### src/rtl/trap_csr_unit_if.sv
// Bus bundle between the EXE stage and the machine-mode trap/CSR unit.
// master: EXE side (drives requests, PC, CSR op); slave: trap_csr_unit.
interface trap_csr_unit_if #(
  parameter int unsigned XLEN    = 64,
  parameter int unsigned NUM_IRQ = 4
);
  logic [NUM_IRQ-1:0] irq_i;
  logic [NUM_IRQ-1:0] irq_ack;
  logic               exc_i;
  logic [4:0]         exc_cause;
  logic [XLEN-1:0]    exc_tval;
  logic               mret_i;
  logic [XLEN-1:0]    pc_i;
  logic [1:0]         csr_op;
  logic [11:0]        csr_addr;
  logic [XLEN-1:0]    csr_wdata;
  logic [XLEN-1:0]    csr_rdata;
  logic               csr_hit;
  logic               redirect_valid;
  logic [XLEN-1:0]    redirect_pc;
  logic               flush;

  modport master (
    output irq_i, exc_i, exc_cause, exc_tval, mret_i, pc_i,
           csr_op, csr_addr, csr_wdata,
    input  irq_ack, csr_rdata, csr_hit, redirect_valid, redirect_pc, flush
  );

  modport slave (
    input  irq_i, exc_i, exc_cause, exc_tval, mret_i, pc_i,
           csr_op, csr_addr, csr_wdata,
    output irq_ack, csr_rdata, csr_hit, redirect_valid, redirect_pc, flush
  );
endinterface

### src/rtl/trap_csr_unit.sv
// Machine-mode trap and CSR controller: fixed-priority level interrupts,
// synchronous exceptions, mret, and the M-mode CSR file for CSR instructions.
// Ports: clk, reset (async, active-low), bus (trap_csr_unit_if.slave):
//   irq_i/irq_ack, exc_i/exc_cause/exc_tval, mret_i, pc_i, csr_op/csr_addr/
//   csr_wdata/csr_rdata/csr_hit, redirect_valid/redirect_pc, flush.
module trap_csr_unit #(
  parameter int unsigned     XLEN        = 64,
  parameter int unsigned     NUM_IRQ     = 4,
  parameter int unsigned     CAUSE_BASE  = 11,
  parameter bit              VECTORED_EN = 1'b1,
  parameter logic [XLEN-1:0] MTVEC_RESET = '0,
  parameter bit              MIE_RESET   = 1'b1
) (
  input  logic             clk,
  input  logic             reset,
  trap_csr_unit_if.slave   bus
);

  localparam logic [11:0] ADDR_MSTATUS  = 12'h300;
  localparam logic [11:0] ADDR_MIE      = 12'h304;
  localparam logic [11:0] ADDR_MTVEC    = 12'h305;
  localparam logic [11:0] ADDR_MSCRATCH = 12'h340;
  localparam logic [11:0] ADDR_MEPC     = 12'h341;
  localparam logic [11:0] ADDR_MCAUSE   = 12'h342;
  localparam logic [11:0] ADDR_MTVAL    = 12'h343;
  localparam logic [11:0] ADDR_MIP      = 12'h344;

  // Without vectoring the mode field is held at zero, including at reset.
  localparam logic [XLEN-1:0] MTVEC_INIT =
    VECTORED_EN ? MTVEC_RESET : {MTVEC_RESET[XLEN-1:2], 2'b00};

  typedef enum logic [1:0] {S_IDLE, S_TRAP, S_FLUSH} state_e;

  state_e             state_q, state_d;
  logic               mstatus_mie_q, mstatus_mie_d;
  logic               mpie_q, mpie_d;
  logic [NUM_IRQ-1:0] irq_en_q, irq_en_d;
  logic [XLEN-1:0]    mtvec_q, mtvec_d;
  logic [XLEN-1:0]    mscratch_q, mscratch_d;
  logic [XLEN-1:0]    mepc_q, mepc_d;
  logic [XLEN-1:0]    mcause_q, mcause_d;
  logic [XLEN-1:0]    mtval_q, mtval_d;
  logic               redirect_valid_q, redirect_valid_d;
  logic               flush_q, flush_d;
  logic [NUM_IRQ-1:0] irq_ack_q, irq_ack_d;
  logic [XLEN-1:0]    redirect_pc_q, redirect_pc_d;

  logic               irq_pend_c;
  logic               irq_take_c;
  logic [NUM_IRQ-1:0] irq_onehot_c;
  logic [XLEN-1:0]    irq_code_c;
  logic [XLEN-1:0]    csr_rdata_c;
  logic               csr_hit_c;
  logic [XLEN-1:0]    csr_wval_c;
  logic [XLEN-1:0]    mtvec_base_c;
  logic               vec_mode_c;

  // Lowest-numbered enabled pending line wins; global MIE gates the take.
  always_comb begin
    irq_pend_c   = 1'b0;
    irq_onehot_c = '0;
    irq_code_c   = '0;
    for (int unsigned k = 0; k < NUM_IRQ; k++) begin
      if (!irq_pend_c && bus.irq_i[k] && irq_en_q[k]) begin
        irq_pend_c      = 1'b1;
        irq_onehot_c[k] = 1'b1;
        irq_code_c      = XLEN'(CAUSE_BASE + k);
      end
    end
    irq_take_c = irq_pend_c && mstatus_mie_q;
  end

  // Combinational CSR read of the current (pre-update) value.
  always_comb begin
    csr_hit_c   = 1'b1;
    csr_rdata_c = '0;
    case (bus.csr_addr)
      ADDR_MSTATUS: begin
        csr_rdata_c[3]     = mstatus_mie_q;
        csr_rdata_c[7]     = mpie_q;
        csr_rdata_c[12:11] = 2'b11;
      end
      ADDR_MIE:      csr_rdata_c[CAUSE_BASE +: NUM_IRQ] = irq_en_q;
      ADDR_MTVEC:    csr_rdata_c = mtvec_q;
      ADDR_MSCRATCH: csr_rdata_c = mscratch_q;
      ADDR_MEPC:     csr_rdata_c = mepc_q;
      ADDR_MCAUSE:   csr_rdata_c = mcause_q;
      ADDR_MTVAL:    csr_rdata_c = mtval_q;
      ADDR_MIP:      csr_rdata_c[CAUSE_BASE +: NUM_IRQ] = bus.irq_i;
      default:       csr_hit_c = 1'b0;
    endcase
  end

  // Value a write/set/clear would produce from the old CSR contents.
  always_comb begin
    case (bus.csr_op)
      2'b01:   csr_wval_c = bus.csr_wdata;
      2'b10:   csr_wval_c = csr_rdata_c | bus.csr_wdata;
      2'b11:   csr_wval_c = csr_rdata_c & ~bus.csr_wdata;
      default: csr_wval_c = csr_rdata_c;
    endcase
  end

  // Modes 10/11 fall back to direct.
  always_comb begin
    mtvec_base_c = {mtvec_q[XLEN-1:2], 2'b00};
    vec_mode_c   = VECTORED_EN && (mtvec_q[1:0] == 2'b01);
  end

  // Next-state, CSR update and registered-output logic.
  always_comb begin
    state_d          = state_q;
    mstatus_mie_d    = mstatus_mie_q;
    mpie_d           = mpie_q;
    irq_en_d         = irq_en_q;
    mtvec_d          = mtvec_q;
    mscratch_d       = mscratch_q;
    mepc_d           = mepc_q;
    mcause_d         = mcause_q;
    mtval_d          = mtval_q;
    redirect_valid_d = 1'b0;
    flush_d          = 1'b0;
    irq_ack_d        = '0;
    redirect_pc_d    = redirect_pc_q;

    case (state_q)
      S_IDLE: begin
        if (bus.exc_i || irq_take_c) begin
          // Trap entry squashes any CSR op and mret in this cycle.
          state_d          = S_TRAP;
          redirect_valid_d = 1'b1;
          flush_d          = 1'b1;
          mepc_d           = {bus.pc_i[XLEN-1:2], 2'b00};
          mpie_d           = mstatus_mie_q;
          mstatus_mie_d    = 1'b0;
          if (bus.exc_i) begin
            mcause_d      = XLEN'(bus.exc_cause);
            mtval_d       = bus.exc_tval;
            redirect_pc_d = mtvec_base_c;
          end else begin
            mcause_d      = {1'b1, irq_code_c[XLEN-2:0]};
            mtval_d       = '0;
            irq_ack_d     = irq_onehot_c;
            redirect_pc_d = vec_mode_c ? mtvec_base_c + (irq_code_c << 2)
                                       : mtvec_base_c;
          end
        end else begin
          if ((bus.csr_op != 2'b00) && csr_hit_c) begin
            case (bus.csr_addr)
              ADDR_MSTATUS: begin
                mstatus_mie_d = csr_wval_c[3];
                mpie_d        = csr_wval_c[7];
              end
              ADDR_MIE:      irq_en_d   = csr_wval_c[CAUSE_BASE +: NUM_IRQ];
              ADDR_MTVEC:    mtvec_d    = VECTORED_EN ? csr_wval_c
                                                      : {csr_wval_c[XLEN-1:2], 2'b00};
              ADDR_MSCRATCH: mscratch_d = csr_wval_c;
              ADDR_MEPC:     mepc_d     = {csr_wval_c[XLEN-1:2], 2'b00};
              ADDR_MCAUSE:   mcause_d   = csr_wval_c;
              ADDR_MTVAL:    mtval_d    = csr_wval_c;
              default:       ;
            endcase
          end
          // Return uses the pre-update MPIE/mepc and overrides a same-cycle mstatus write.
          if (bus.mret_i) begin
            state_d          = S_TRAP;
            redirect_valid_d = 1'b1;
            flush_d          = 1'b1;
            mstatus_mie_d    = mpie_q;
            mpie_d           = 1'b1;
            redirect_pc_d    = mepc_q;
          end
        end
      end
      S_TRAP: begin
        flush_d = 1'b1;
        state_d = S_FLUSH;
      end
      S_FLUSH: state_d = S_IDLE;
      default: state_d = S_IDLE;
    endcase
  end

  // State and CSR registers.
  always_ff @(posedge clk or negedge reset) begin
    if (!reset) begin
      state_q          <= S_IDLE;
      mstatus_mie_q    <= MIE_RESET;
      mpie_q           <= 1'b0;
      irq_en_q         <= '1;
      mtvec_q          <= MTVEC_INIT;
      mscratch_q       <= '0;
      mepc_q           <= '0;
      mcause_q         <= '0;
      mtval_q          <= '0;
      redirect_valid_q <= 1'b0;
      flush_q          <= 1'b0;
      irq_ack_q        <= '0;
      redirect_pc_q    <= '0;
    end else begin
      state_q          <= state_d;
      mstatus_mie_q    <= mstatus_mie_d;
      mpie_q           <= mpie_d;
      irq_en_q         <= irq_en_d;
      mtvec_q          <= mtvec_d;
      mscratch_q       <= mscratch_d;
      mepc_q           <= mepc_d;
      mcause_q         <= mcause_d;
      mtval_q          <= mtval_d;
      redirect_valid_q <= redirect_valid_d;
      flush_q          <= flush_d;
      irq_ack_q        <= irq_ack_d;
      redirect_pc_q    <= redirect_pc_d;
    end
  end

  assign bus.csr_rdata      = csr_rdata_c;
  assign bus.csr_hit        = csr_hit_c;
  assign bus.redirect_valid = redirect_valid_q;
  assign bus.redirect_pc    = redirect_pc_q;
  assign bus.flush          = flush_q;
  assign bus.irq_ack        = irq_ack_q;

endmodule

### src/flat_wrapper.sv
// flat-port wrapper written by rule: the top's interface ports become plain ports
module trap_csr_unit_flat 
#(
  parameter int unsigned     XLEN        = 64,
  parameter int unsigned     NUM_IRQ     = 4,
  parameter int unsigned     CAUSE_BASE  = 11,
  parameter bit              VECTORED_EN = 1'b1,
  parameter logic [XLEN-1:0] MTVEC_RESET = '0,
  parameter bit              MIE_RESET   = 1'b1
)
  (clk, reset, bus_irq_i, bus_exc_i, bus_exc_cause, bus_exc_tval, bus_mret_i, bus_pc_i, bus_csr_op, bus_csr_addr, bus_csr_wdata, bus_irq_ack, bus_csr_rdata, bus_csr_hit, bus_redirect_valid, bus_redirect_pc, bus_flush);
  trap_csr_unit_if #(.XLEN(XLEN), .NUM_IRQ(NUM_IRQ)) bus_i ();
  input  logic clk;
  input  logic reset;
  input wire logic [$bits(bus_i.irq_i)-1:0] bus_irq_i;
  input wire logic [$bits(bus_i.exc_i)-1:0] bus_exc_i;
  input wire logic [$bits(bus_i.exc_cause)-1:0] bus_exc_cause;
  input wire logic [$bits(bus_i.exc_tval)-1:0] bus_exc_tval;
  input wire logic [$bits(bus_i.mret_i)-1:0] bus_mret_i;
  input wire logic [$bits(bus_i.pc_i)-1:0] bus_pc_i;
  input wire logic [$bits(bus_i.csr_op)-1:0] bus_csr_op;
  input wire logic [$bits(bus_i.csr_addr)-1:0] bus_csr_addr;
  input wire logic [$bits(bus_i.csr_wdata)-1:0] bus_csr_wdata;
  output wire logic [$bits(bus_i.irq_ack)-1:0] bus_irq_ack;
  output wire logic [$bits(bus_i.csr_rdata)-1:0] bus_csr_rdata;
  output wire logic [$bits(bus_i.csr_hit)-1:0] bus_csr_hit;
  output wire logic [$bits(bus_i.redirect_valid)-1:0] bus_redirect_valid;
  output wire logic [$bits(bus_i.redirect_pc)-1:0] bus_redirect_pc;
  output wire logic [$bits(bus_i.flush)-1:0] bus_flush;
  assign bus_i.irq_i = bus_irq_i;
  assign bus_i.exc_i = bus_exc_i;
  assign bus_i.exc_cause = bus_exc_cause;
  assign bus_i.exc_tval = bus_exc_tval;
  assign bus_i.mret_i = bus_mret_i;
  assign bus_i.pc_i = bus_pc_i;
  assign bus_i.csr_op = bus_csr_op;
  assign bus_i.csr_addr = bus_csr_addr;
  assign bus_i.csr_wdata = bus_csr_wdata;
  assign bus_irq_ack = bus_i.irq_ack;
  assign bus_csr_rdata = bus_i.csr_rdata;
  assign bus_csr_hit = bus_i.csr_hit;
  assign bus_redirect_valid = bus_i.redirect_valid;
  assign bus_redirect_pc = bus_i.redirect_pc;
  assign bus_flush = bus_i.flush;
  trap_csr_unit #(.XLEN(XLEN), .NUM_IRQ(NUM_IRQ), .CAUSE_BASE(CAUSE_BASE), .VECTORED_EN(VECTORED_EN), .MTVEC_RESET(MTVEC_RESET), .MIE_RESET(MIE_RESET)) u_core (.clk(clk), .reset(reset), .bus(bus_i));
endmodule
### config.mk
export PLATFORM = sky130hd
export DESIGN_NAME = trap_csr_unit_flat
export DESIGN_NICKNAME = d
export VERILOG_FILES = /design/src/rtl/trap_csr_unit_if.sv /design/src/rtl/trap_csr_unit.sv /design/src/flat_wrapper.sv
export SDC_FILE = /design/constraint.sdc
export NUM_CORES = 1
export LEC_CHECK = 0
export BUFFER_PORTS_ARGS = -buffer_cell sky130_fd_sc_hd__buf_4
export CAP_MARGIN = 15
export CORE_ASPECT_RATIO = 0.7
export CORE_MARGIN = 10
export CORE_UTILIZATION = 41
export DETAILED_ROUTE_END_ITERATION = 8
export MAX_ROUTING_LAYER = met4
export SLEW_MARGIN = 20
export SYNTH_ARGS = -nofsm -noshare
export SYNTH_HDL_FRONTEND = slang
export SYNTH_SLANG_ARGS = --single-unit
### constraint.sdc
create_clock -name clk -period 3.5 [get_ports clk]
set_clock_uncertainty 0.2 [all_clocks]
set_input_delay 0 -clock clk [delete_from_list [all_inputs] [get_ports clk]]
set_output_delay 0 -clock clk [all_outputs]
set_load 0.01 [all_outputs]
==> results.toml, run 1 <==
[yosys]
synth_compound_area_frac = 0.2232
ys_warn_count = 0
mappedNetlistArea_um2 = 22900
yosys.area.top_type = "dfrtp_1"
syn_avg_cell_area_um2 = 8.611
synthMuxAreaShare = 0.03579
synthXorXnorAreaFrac = 0.01951
synth_cell_type_count = 79
synth_edf_count = 0
synthCells = 2659
ys.flop_type = "dfrtp_1"
synth_area_leaders = "dfrtp_1 (43%), a21oi_1 (6.2%), o21ai_0 (5.1%)"
synth_top_family_by_area = "simple AND/OR/NAND/NOR gates"
async_reset_ff_frac = 1.000
synth-simple-area-share = 0.2357
ys_seq_elements = 394
ys_seq_area_frac = 0.4309
yosys.area.top_type_share = 0.4252
synth-adder-area-share = 0.003060

[cells_and_area]
final_layout_size_suffix_gt1_frac = 0.1786
fin_cells = 4010
design_area_um2 = 31090
multi_input_area_um2 = 11960
regArea_um2 = 9866
areaGrowthSynthToFinish_pct = 35.77
num-fill-cells = 4871
fin_nets = 3462

[critical_path]
startpoint_type = "flip-flop"
cp.required_ps = 3750
slowest_stage = "dlygate4sd3_1"
critPathCaptureType = "flip-flop"
crit_fanout = 29
crit_chain = "a222oi_1 -> buf_4 -> a211o_1 -> and2_2 -> buf_6 -> o21ai_4 -> buf_4 -> mux2i_1 -> o21ai_0 -> dlygate4sd3_1"
slowest_delay_ps = 570
cp.arrival_ps = 3670
cpMostUsedCell = "buf_4"
critPathKind = "flip-flop to flip-flop"

[drt]
drt_pass1_iterations = 5
drt_iter0_markers = 2368
totalWireLength_mm = 100.2
viasPerCell = 6.005
drtAntennaViolNets = 0
routedWlPerCell_um = 25.00
drc_errors = 0
vias = 24080

[power]
power_density_nw_per_um2 = 601.6
p_int_mw = 11.77
power.switching_mw = 6.928
ir_worst_vdd_mv = 0.3839
p_sw_frac = 0.3704
p_seq_frac = 0.375
power.leakage_nw = 12.61
combPwrFrac = 0.377
clkPwrFrac = 0.248

[placed_design]
place.detailed.hpwl_mm = 66.29
portBuffers = 349
place_ws_ps = 123.6
placed_cells = 3601
placed_area_um2 = 26340
place.gp.congestion = 0.9246

[clock_tree]
worstSkewPairLatency_ps = 580
clock-root-buffer = "clkbuf_16"
cts_buffer_depth = 3
cts.sinks = 394
cts_tree = "yes"
cts_made_buffers = 43
path_clk_slew_ps = 70
htreeDepth = 2

[global_routing]
grt_pass1_wl_mm = 151.6
grt_util_all_layers = 0.3042
antenna_found_initial = 5
grt_start_max_net_pins = 78
grt_overflow = 0
grt_pass1_vias = 24220

[floorplanning]
initial_core_util = 0.4146
die_x_um = 302.4
ios = 354
core_um2 = 55220
die_height_um = 217.7
floorplan.die_area_um2 = 65850
fp-row-count = 72

[min_path]
min_path_type = "input port to flip-flop"

[sta]
hold_violations = 0
period_share = 0.9780
post-route-min-period_ps = 3423
rsz0062_at_grt = "no"
finalMaxSlewViolations = 0
setup_tns_ps = 0
worst_slack_ps = 77.09
worst_pin_slew_ps = 1090
slew_headroom = 0.2721
setup_violations = 0
fmax_mhz = 292.1

[outcome]
status = "complete, no violations"

[run]
cap_violations = 0
-- flip-flops by register name, summed over array words and instances (netlist names) --
| name | flops |
|---|---|
| u_core.mpie_q | 1 |
| u_core.mcause_q | 64 |
| u_core.mtvec_q | 64 |
| u_core.mepc_q | 62 |
| u_core.bus.redirect_valid | 1 |
| u_core.state_q | 2 |
| u_core.bus.redirect_pc | 62 |
| u_core.mscratch_q | 64 |
| u_core.bus.irq_ack | 4 |
| u_core.mstatus_mie_q | 1 |
| u_core.irq_en_q | 4 |
| u_core.bus.flush | 1 |
| u_core.mtval_q | 64 |
-- cell usage in the layout (no fill, tap or decap), types with 20 or more instances in the layout --
master | netlist | routed
buf_4 | 4 | 426
dfrtp_1 | 389 | 389
dlygate4sd3_1 | 0 | 330
nand2_1 | 285 | 284
a21oi_1 | 283 | 283
nor2_1 | 265 | 263
o21ai_0 | 235 | 234
o21ai_1 | 96 | 96
mux2i_1 | 74 | 74
o22ai_1 | 54 | 54
nand4b_1 | 50 | 50
o2bb2ai_1 | 50 | 50
nor4b_1 | 50 | 50
nand3_1 | 48 | 48
nand4bb_1 | 46 | 45
and2_1 | 44 | 43
clkbuf_16 | 0 | 43
a22oi_1 | 40 | 40
or2_1 | 40 | 39
xnor2_1 | 26 | 26
xor2_1 | 25 | 25
nand4_1 | 24 | 24
o211ai_1 | 23 | 23
inv_1 | 20 | 20
-- synth_stat cells (all sizes together), types with 4 or more instances --
library cell	instances
nor3b	6
o21ai	333
a22o	6
a211oi	9
a21o	8
nor2b	10
nor3	16
inv	21
or4bb	5
o21a	8
ha	4
o211ai	24
buf	108
nand4	24
and4b	10
or3	7
nand2b	7
and4	6
nand3	48
or2	59
a31oi	7
mux2	7
dfrtp	389
o22ai	54
and3	6
a2bb2oi	10
xnor2	26
dfstp	5
nor4bb	9
xor2	25
nand4bb	46
nor4	18
nand4b	50
o2bb2ai	50
a221oi	6
nor4b	50
a21oi	289
and2	57
a22oi	40
nand2	285
mux2i	74
nor2	266
clkbuf	134
-- power groups by stage --
stage / clock network, mW / registers [mW] / logic (mW)
6_report: 4.64 / 7.01 / 7.06
4_1_cts: 4.69 / 6.96 / 6.91
5_1_grt: 4.88 / 7.12 / 7.62
2_1_floorplan: 0 / 6.73 / 3.13
3_3_place_gp: 0 / 6.98 / 5.47
3_5_place_dp: 0 / 7.02 / 5.61
-- cell type report --
| cell class | instances | area share |
|---|---|---|
| Sequential cell | 394 | 0.3174 |
| Clock buffer | 56 | 0.03876 |
| Timing Repair Buffer | 775 | 0.2209 |
| Antenna cell | 5 | 0.0004025 |
| Tap cell | 740 | 0.02978 |
| Multi-Input combinational cell | 2003 | 0.3848 |
| Clock inverter | 16 | 0.005474 |
| Inverter | 21 | 0.002536 |
-- worst paths after layout --
path	from	to	slack, ps	cells after the start
max	u_core.irq_en_q[2]	u_core.mtval_q[11]	80	10
min	bus_csr_addr[8]	u_core.irq_en_q[3]	60	5
max reg2reg	u_core.irq_en_q[2]	u_core.mtval_q[11]	80	10
min reg2reg	u_core.mcause_q[7]	u_core.mcause_q[7]	280	2
max in group asynchronous	reset	u_core.mcause_q[57]	2200	4
min in group asynchronous	reset	u_core.mepc_q[20]	460	4
-- layer usage --
layer,global-route usage,share of wire
met2,0.4439,0.43
met4,0.08344,0.026
met5,-,0
met3,0.06892,0.10
met1,0.4194,0.44
-- logic make-up (layout without fill, tap and decap cells) --
group,after synthesis,after routing
simple gates,993,993
compound gates,871,871
flops,394,394
buf+inv,263,868
mux,81,81
xor+xnor,51,51
fa+ha+maj,5,5
other cells,1,7
-- what timing repair did --
action / 4_1_cts / 5_1_grt
setup endpoints to repair: 0 / 112
hold buffers: 331 / 0
hold endpoints to repair: 733 / 0
setup buffers: 0 / 1
resized for setup: 0 / 5
-- worst max-delay path, delay by kind of cell, from the launching register on --
kind / cells / cell delay [ps]
buffers and inverters: 4 / 1320
and+or+nand+nor: 1 / 270
AOI/OAI and AO/OA: 4 / 710
muxes: 1 / 210
DFF: 1 / 560
-- per-stage QoR --
| stage | power, mW | util | hold slack [ps] |
|---|---|---|---|
| finish | 18.70 | 0.5629 | 57.03 |
| global route | 19.61 | 0.5629 | 63.07 |
| CTS | 18.55 | 0.5622 | 8.511 |
| detailed placement | 12.63 | 0.4770 | -197.6 |
| global placement | 12.45 | 0.4770 | -201.3 |
| floorplan | 9.855 | - | -495.6 |
Power figures use the tool's default switching activity.
==> run 2, diff against run 1 <==
==> constraint.sdc (replaced) <==
create_clock -name clk -period 3.5 [get_ports clk]
set_clock_uncertainty 0.2 [all_clocks]
set_input_delay 1.05 -clock clk [delete_from_list [all_inputs] [get_ports clk]]
set_output_delay 1.05 -clock clk [all_outputs]
set_load 0.01 [all_outputs]
==> run 2 against run 1 <==
The run now ends with negative setup slack left. Count of clock-buffer cells in the layout increased by 12. Global-route usage shrank 0.48 points. Utilization grew 0.57 points. Register-to-register slack better by 150 ps. Critical path type is now input port to primary output. Sequential share of layout area shrank 0.32 points. Die area is the same. Largest cell class unchanged. Design area grew 1.0%. Power decreased by 3.5%.
==> results.toml, run 2 (synthesis results as in run 1) <==
[cells_and_area]
fin_cells = 3944
final_common_cell = "buf_4"
fin_nets = 3390
final_layout_size_suffix_gt1_frac = 0.2862
final_cell_mix = "buf_4 (560), dfrtp_1 (389), nand2_1 (284)"
areaGrowthSynthToFinish_pct = 37.15

[drt]
routedWlPerCell_um = 25.32
drc_errors = 0
drt_pass1_iterations = 5
totalWireLength_mm = 99.87
drt_iter0_markers = 2373
drtAntennaViolNets = 0
viasPerCell = 6.007
vias = 23690

[global_routing]
grt_util_all_layers = 0.2995
grt_pass1_wl_mm = 148.6
grt_start_max_net_pins = 81
antenna_found_initial = 2
grt_overflow = 0
grt_pass1_vias = 23830

[clock_tree]
cts_made_buffers = 44
worstSkewPairLatency_ps = 590
path_clk_slew_ps = 60
htreeDepth = 2
cts_tree = "yes"
cts_buffer_depth = 3
cts.sinks = 394
clock-root-buffer = "clkbuf_16"

[critical_path]
slowest_delay_ps = 560
crit_chain = "buf_6 -> or4_4 -> or2_4 -> buf_12 -> clkbuf_16 -> nor2_4 -> buf_6"
crit_fanout = 7
startpoint_type = "input port"
cpMostUsedCell = "buf_6"
critPathCaptureType = "primary output"
reg2reg_depth = 14
slowest_stage = "or4_4"
critPathKind = "input port to primary output"
cp.arrival_ps = 2620
cp.required_ps = 2250

[sta]
post-route-min-period_ps = 3868
rsz0062_at_grt = "yes"
finalMaxSlewViolations = 0
setup_violations = 65
worst_pin_slew_ps = 887.5
hold_violations = 0
worst_slack_ps = -368.3
slew_headroom = 0.4083
period_share = 1.105
fmax_mhz = 258.5

[floorplanning]
ios = 354
core_um2 = 55220
floorplan.die_area_um2 = 65850
die_height_um = 217.7
die_x_um = 302.4
initial_core_util = 0.4146
fp-row-count = 72

[min_path]
whs_path_depth = 2
min_path_type = "flip-flop to flip-flop"

[placed_design]
place.detailed.hpwl_mm = 71.71
place.gp.congestion = 0.9078
placed_cells = 3843
portBuffers = 349

[outcome]
status = "finished, violations left"
violations = "negative setup slack"

[power]
power.leakage_nw = 12.88
total_power_mw = 18.05
ir_worst_vdd_mv = 0.3366
power_density_nw_per_um2 = 574.8

[run]
cap_violations = 0
[run 2: cell count changes in the layout (fill, tap and decap cells not counted), moves of 7 or more]
cell,change
clkbuf_1,+8
nor2_4,+53
nor2_1,-52
a21oi_4,+8
buf_12,+48
clkbuf_16,+7
buf_4,+134
dlygate4sd3_1,-330
buf_6,+65
[run 2: area by class of cell]
cell class,count,area [um2]
Timing Repair Buffer,702,6525
Fill cell,5003,23820
Clock buffer,68,1324
Antenna cell,3,7.507
Clock inverter,13,101.3
Multi-Input combinational cell,2003,12570
Inverter,21,78.83
Tap cell,740,925.9
Sequential cell,394,9866
[run 2: per-layer routing]
metal / vias up / part of all wire / track usage
li1: 10650 / - / -
met1: 11740 / 0.46 / 0.4274
met2: 1166 / 0.43 / 0.4314
met3: 137 / 0.094 / 0.06129
met4: 0 / 0.019 / 0.06672
met5: - / 0 / -
[run 2: final timing paths]
check / startpoint / end / slack [ps]
max: bus_csr_addr[3] / bus_csr_rdata[56] / -370
min: u_core.mscratch_q[25] / u_core.mscratch_q[25] / 270
max reg2reg: u_core.irq_en_q[1] / u_core.bus.redirect_pc[37] / 230
min reg2reg: u_core.mscratch_q[25] / u_core.mscratch_q[25] / 270
max in group asynchronous: reset / u_core.irq_en_q[0] / 2000
min in group asynchronous: reset / u_core.mcause_q[22] / 300
[run 2: where the power goes]
part	internal (mW)	total [mW]	switching [mW]
Combinational	2.63	6.43	3.80
Sequential	5.91	6.95	1.03
Clock	2.68	4.67	1.99
Total	11.2	18.1	6.83
[run 2: timing repair]
| action | in CTS | in global routing |
|---|---|---|
| pin swaps | 0 | 3 |
| endpoints found under the setup margin | 65 | 67 |
| gates resized for setup | 68 | 35 |
| hold buffers | 0 | 0 |
| setup buffers | 8 | 3 |
| cloned | 3 | 4 |
[run 2: worst max-delay path: cells and delay by family]
family | cells | cell delay [ps]
AND/OR/NAND/NOR | 3 | 990
buffers and inverters | 4 | 560
[run 2: metrics by stage]
stage | TNS (ps) | hold WS, ps | cell area, um2 | util | setup WS, ps
2_1_floorplan | -12590 | 236.0 | 23500 | - | -235.2
3_3_place_gp | -78840 | 254.0 | 29190 | 0.5285 | -532.6
3_5_place_dp | -89780 | 262.7 | 29190 | 0.5285 | -469.9
4_1_cts | -20540 | 276.0 | 31110 | 0.5634 | -362.5
5_1_grt | -22520 | 294.0 | 31400 | 0.5687 | -389.5
6_report | -21480 | 274.3 | 31400 | 0.5687 | -368.3
